### src/rtl/ccs_pkg.sv
// Shared types for the CCS register-transaction engine.
// CCS_READBACK_EN adds the write-verify readback states to the state enum.
package ccs_pkg;

    localparam logic CCS_RD = 1'b1;
    localparam logic CCS_WR = 1'b0;

    typedef enum logic [3:0] {
        IDLE      = 4'd0,
        ADDR_HI   = 4'd1,
        ADDR_LO   = 4'd2,
        DATA      = 4'd3,
        RD_START  = 4'd4,
        WAIT_DONE = 4'd5,
        RESP      = 4'd6
`ifdef CCS_READBACK_EN
        ,
        VFY_HI    = 4'd7,
        VFY_LO    = 4'd8,
        VFY_RD    = 4'd9
`endif
    } ccs_state_e;

    typedef struct packed {
        logic        read;
        logic [15:0] addr;
        logic [7:0]  wdata;
    } ccs_req_t;

endpackage

### src/rtl/ccs_reg_access.sv
// Expands one 16-bit-addressed CCS register read/write into i2c_master byte steps.
// Define CCS_READBACK_EN to verify every successful write with a readback of the same register.
module ccs_reg_access
    import ccs_pkg::*;
#(
    parameter logic [7:0] ADDRESS = 8'h20
) (
    input  logic        clk_in,
    input  logic        reset_n,
    // Request/response: a request moves on req_valid && req_ready; rsp_valid is a
    // single-cycle pulse with no back-pressure, rsp_rdata holds until the next pulse.
    input  logic        req_valid,
    output logic        req_ready,
    input  logic        req_read,
    input  logic [15:0] req_addr,
    input  logic [7:0]  req_wdata,
    output logic        rsp_valid,
    output logic [7:0]  rsp_rdata,
    output logic        rsp_err,
    output logic [7:0]  i2c_address,
    output logic        transfer_start,
    output logic        transfer_continues,
    output logic [7:0]  data_tx,
    input  logic        transfer_ready,
    input  logic        interrupt,
    input  logic        transaction_complete,
    input  logic        nack,
    input  logic        address_err,
    input  logic [7:0]  data_rx,
    output ccs_state_e  dbg_state
);

    ccs_state_e state_q, state_d;
    ccs_req_t   req_q, req_d;
    logic       i2c_rd_q, i2c_rd_d;
    logic       start_q, start_d;
    logic       cont_q, cont_d;
    logic [7:0] data_tx_q, data_tx_d;
    logic [7:0] rdata_q, rdata_d;
    logic       err_q, err_d;

    logic accept;
    logic advance;
    logic err_hit;

    assign accept  = req_valid && req_ready;
    assign advance = transfer_ready || interrupt;
    // Once the repeated start is out, a nack is the master's own end-of-read NACK.
    assign err_hit = interrupt && (address_err || (nack && !i2c_rd_q));

    always_ff @(posedge clk_in or negedge reset_n) begin
        if (!reset_n) begin
            state_q   <= IDLE;
            req_q     <= '0;
            i2c_rd_q  <= 1'b0;
            start_q   <= 1'b0;
            cont_q    <= 1'b0;
            data_tx_q <= 8'h00;
            rdata_q   <= 8'h00;
            err_q     <= 1'b0;
        end else begin
            state_q   <= state_d;
            req_q     <= req_d;
            i2c_rd_q  <= i2c_rd_d;
            start_q   <= start_d;
            cont_q    <= cont_d;
            data_tx_q <= data_tx_d;
            rdata_q   <= rdata_d;
            err_q     <= err_d;
        end
    end

    always_comb begin
        state_d = state_q;
        case (state_q)
            IDLE: if (accept) state_d = ADDR_HI;
            RESP: state_d = IDLE;
            default: begin
                if (err_hit) begin
                    state_d = RESP;
                end else begin
                    case (state_q)
                        ADDR_HI:  if (advance) state_d = ADDR_LO;
                        ADDR_LO:  if (advance) state_d = (req_q.read == CCS_RD) ? RD_START : DATA;
                        DATA:     if (advance) state_d = WAIT_DONE;
                        RD_START: if (advance) state_d = WAIT_DONE;
                        WAIT_DONE: begin
                            if (transaction_complete) begin
`ifdef CCS_READBACK_EN
                                state_d = i2c_rd_q ? RESP : VFY_HI;
`else
                                state_d = RESP;
`endif
                            end
                        end
`ifdef CCS_READBACK_EN
                        VFY_HI:   if (advance) state_d = VFY_LO;
                        VFY_LO:   if (advance) state_d = VFY_RD;
                        VFY_RD:   if (advance) state_d = WAIT_DONE;
`endif
                        default:  state_d = IDLE;
                    endcase
                end
            end
        endcase
    end

    always_comb begin
        req_d     = req_q;
        i2c_rd_d  = i2c_rd_q;
        start_d   = start_q;
        cont_d    = cont_q;
        data_tx_d = data_tx_q;
        rdata_d   = rdata_q;
        err_d     = err_q;
        case (state_q)
            IDLE: begin
                if (accept) begin
                    req_d.read  = req_read;
                    req_d.addr  = req_addr;
                    req_d.wdata = req_wdata;
                    start_d     = 1'b1;
                    cont_d      = 1'b1;
                    i2c_rd_d    = 1'b0;
                    data_tx_d   = req_addr[15:8];
                    err_d       = 1'b0;
                end
            end
            RESP: ;
            default: begin
                if (err_hit) begin
                    start_d = 1'b0;
                    cont_d  = 1'b0;
                    err_d   = 1'b1;
                end else if (state_q == WAIT_DONE) begin
                    if (transaction_complete) begin
                        if (i2c_rd_q) begin
                            rdata_d = data_rx;
`ifdef CCS_READBACK_EN
                            if (req_q.read == CCS_WR && data_rx != req_q.wdata) err_d = 1'b1;
                        end else begin
                            // Write landed; restart the same register as a read for verification.
                            start_d   = 1'b1;
                            cont_d    = 1'b1;
                            data_tx_d = req_q.addr[15:8];
`endif
                        end
                    end
                end else if (advance) begin
                    case (state_q)
                        ADDR_HI: begin
                            start_d   = 1'b0;
                            cont_d    = (req_q.read == CCS_WR);
                            data_tx_d = req_q.addr[7:0];
                        end
                        ADDR_LO: begin
                            cont_d = 1'b0;
                            if (req_q.read == CCS_RD) begin
                                start_d  = 1'b1;
                                i2c_rd_d = 1'b1;
                            end else begin
                                data_tx_d = req_q.wdata;
                            end
                        end
`ifdef CCS_READBACK_EN
                        VFY_HI: begin
                            start_d   = 1'b0;
                            cont_d    = 1'b1;
                            data_tx_d = req_q.addr[7:0];
                        end
                        VFY_LO: begin
                            start_d  = 1'b1;
                            cont_d   = 1'b0;
                            i2c_rd_d = 1'b1;
                        end
`endif
                        default: start_d = 1'b0;
                    endcase
                end
            end
        endcase
    end

    assign req_ready          = reset_n && (state_q == IDLE);
    assign rsp_valid          = (state_q == RESP);
    assign rsp_rdata          = rdata_q;
    assign rsp_err            = err_q;
    assign i2c_address        = ADDRESS + {7'b0, i2c_rd_q};
    assign transfer_start     = start_q;
    assign transfer_continues = cont_q;
    assign data_tx            = data_tx_q;
    assign dbg_state          = state_q;

endmodule

### config.mk
export PLATFORM = sky130hd
export DESIGN_NAME = ccs_reg_access
export DESIGN_NICKNAME = d
export VERILOG_FILES = /design/src/rtl/ccs_pkg.sv /design/src/rtl/ccs_reg_access.sv
export SDC_FILE = /design/constraint.sdc
export NUM_CORES = 1
export LEC_CHECK = 0
export BUFFER_PORTS_ARGS = -buffer_cell sky130_fd_sc_hd__buf_2
export CORE_ASPECT_RATIO = 1.25
export CORE_MARGIN = 3
export CORE_UTILIZATION = 54
export DETAILED_ROUTE_END_ITERATION = 12
export HOLD_SLACK_MARGIN = 0.06
export PLACE_DENSITY = 0.91
export REMOVE_ABC_BUFFERS = 1
export SLEW_MARGIN = 20
export SYNTH_ARGS = -nofsm -noshare
export SYNTH_HDL_FRONTEND = slang
export SYNTH_SLANG_ARGS = --single-unit
### constraint.sdc
create_clock -name clk_in -period 4.64 [get_ports clk_in]
set_input_delay 0.696 -clock clk_in [delete_from_list [all_inputs] [get_ports clk_in]]
set_output_delay 0.696 -clock clk_in [all_outputs]
set_load 0.05 [all_outputs]
==> out/summary.txt <==
layout cell share with drive strength beyond 1: 0.406
Synth cell types: 40
Nets: 294
RSZ-0062 raised after global routing: false
Routed wire per std cell: 15.6 microns
clk slew on worst S/H paths: 80 ps
met2 routed WL: 2550 microns
Overflow after GRT: 0
H-tree levels: 2
Max Cap Viol: 0
worst path required time: 3940 ps
Setup TNS: 0 ps
ys flop type: dfrtp_1
FF+latch count, synth: 40
Final Skew: 8.80 ps
length of routed wiring on met1: 1790 microns
die area: 4730 sq um
TritonRoute pass-1 iters: 4
synthesized cell area: 2130 sq um
worst r2r path cells: 5
relative slew slack: 0.432
startpoint types: register
Post-synth EDFFs: 0
Setup WS pre-CTS: 2310 ps
CTS tree: done
hold violation total from the final report: 0
crit end category: output pin
vias in the first global route: 1661
metal3 WL: 337 microns
pin count of the biggest net entering global routing: 32
Hold/Removal Path Class: in -> async
Worst Setup Slack, final: 2220 ps
Slew Limit Fails: 0
Post-DP HPWL: 3450 microns
largest fanout on the critical path: 18
maximum clock rate: 0.414 GHz
setup bufs post-CTS: 0
min cycle time layout: 2420 ps
Post-CTS Hold Fix Bufs: 0
Area Growth Syn to Fin: 17.7%
port bufs: 65
clock buffer depth: 2
pwr dens: 752 nW/um^2
clk sinks: 40
vias post-DR: 1657
# DRC: 0
antenna viol nets, final: 0
Post-synth ARST share: 1.00
Ports: 74
Setup Viol. Count Final: 0
outcome: finished, final reports clean
Syn Area/Cell: 11.0 sq um
Die W: 62.1 microns
Final period util: 0.521
crit path DAT: 1720 ps
root buffer cell: clkbuf_8
number of diodes: 0
R2R setup slack: 2350 ps
first-pass GRT wire length: 7960 microns
GR Util All Layers: 0.211
sequential share of the synthesized area: 0.471
placer congestion estimate: 0.839
initial antenna violation count: 0
cts bufs inserted: 5
Core Footprint: 3630 sq um
Vias per Instance: 5.42
worst skew pair latency: 300 ps
initial core utilization: 0.585
VDD IR-drop max: 0.000449 V
critical path class: reg -> out
Max Used Layer: met4
Worst-Margin Slew: 852 ps
Post-Route WL: 4780 microns
P_leak: 1.23 nW
drt first-iter violations: 153
Yosys warnings: 0
CTS resizes: 0
Rows: 24
cell count after synthesis: 194
die height: 76.2 microns
final cells by class:
type	instances	area, sq um
inverters	3	11.3
multi-input cells	136	991
well taps	52	65.1
repair buffers	67	340
clock buffers	6	82.6
fillers	294	1130
flip-flops and latches	40	1000
clock inverters	2	10.0
cell usage in the layout (no fill, tap or decap), types with 2 or more instances in the layout:
master / instances
nand2_1: 8
nor3b_1: 2
conb_1: 8
mux2_2: 24
clkinv_2: 2
nor2_1: 16
a21oi_1: 14
mux2i_1: 9
clkbuf_8: 6
nor2b_1: 5
o21ai_0: 11
buf_4: 2
nor3_1: 4
dfrtp_1: 40
a21o_1: 3
inv_1: 3
buf_2: 65
mux2_1: 10
sequential cells by signal, indices dropped and copies added, names as in the netlist:
register            count
data_tx                 8
dbg_state               3
i2c_rd_q                1
req_q                  17
rsp_err                 1
rsp_rdata               8
transfer_continues      1
transfer_start          1
metrics by stage:
step | cells | power, W | instance area [sq um] | util | hold WS, ps
2_1_floorplan | 179 | 0.00140 | 2000 | - | 400
3_3_place_gp | 298 | 0.00161 | 2410 | 0.663 | 468
3_5_place_dp | 298 | 0.00165 | 2410 | 0.663 | 475
4_1_cts | 306 | 0.00189 | 2500 | 0.688 | 268
5_1_grt | 306 | 0.00201 | 2500 | 0.688 | 278
6_report | 306 | 0.00188 | 2500 | 0.688 | 274
where the power goes:
group	internal, W	switching, W
Sequential	0.000508	0.000132
Combinational	0.000354	0.000649
Clock	0.000119	0.000119
worst paths after layout:
path	startpoint	to
hold / removal	reset_n	i2c_rd_q
max in group asynchronous	reset_n	rsp_rdata[1]
setup reg to reg	dbg_state[2]	transfer_continues
hold reg to reg	req_q[14]	req_q[14]
setup / recovery	dbg_state[2]	req_ready
min in group clk_in	req_q[14]	req_q[14]
worst max-delay path, cell delays in order, from the launching register on:
cell,delay [ps]
dfrtp_1,580
nor3_2,380
and2_1,190
buf_2,270
cells by family after synthesis:
family / share of synthesized area
and+or+nand+nor: 0.112
DFF: 0.471
muxes: 0.222
buffers and inverters: 0.0736
xor gates and xnor gates: 0.00412
AOI/OAI and AO/OA: 0.114
other: 0.00353
cell usage after synthesis, types with 4 or more instances:
cell type,n,area share
nor2_1,16,0.028
mux2i_1,9,0.042
nand2_1,8,0.014
mux2_1,10,0.053
nor3_1,4,0.0094
a21oi_1,14,0.033
mux2_2,24,0.13
dfrtp_1,40,0.47
buf_2,5,0.012
o21ai_0,11,0.026
nor2b_1,5,0.015
buf_4,10,0.035
routing by layer:
metal	GRT usage	up-vias
met2	0.379	79
li1	-	786
met3	0.0501	11
met5	0	-
met1	0.240	781
met4	0.0841	0
Power figures use the tool's default switching activity.
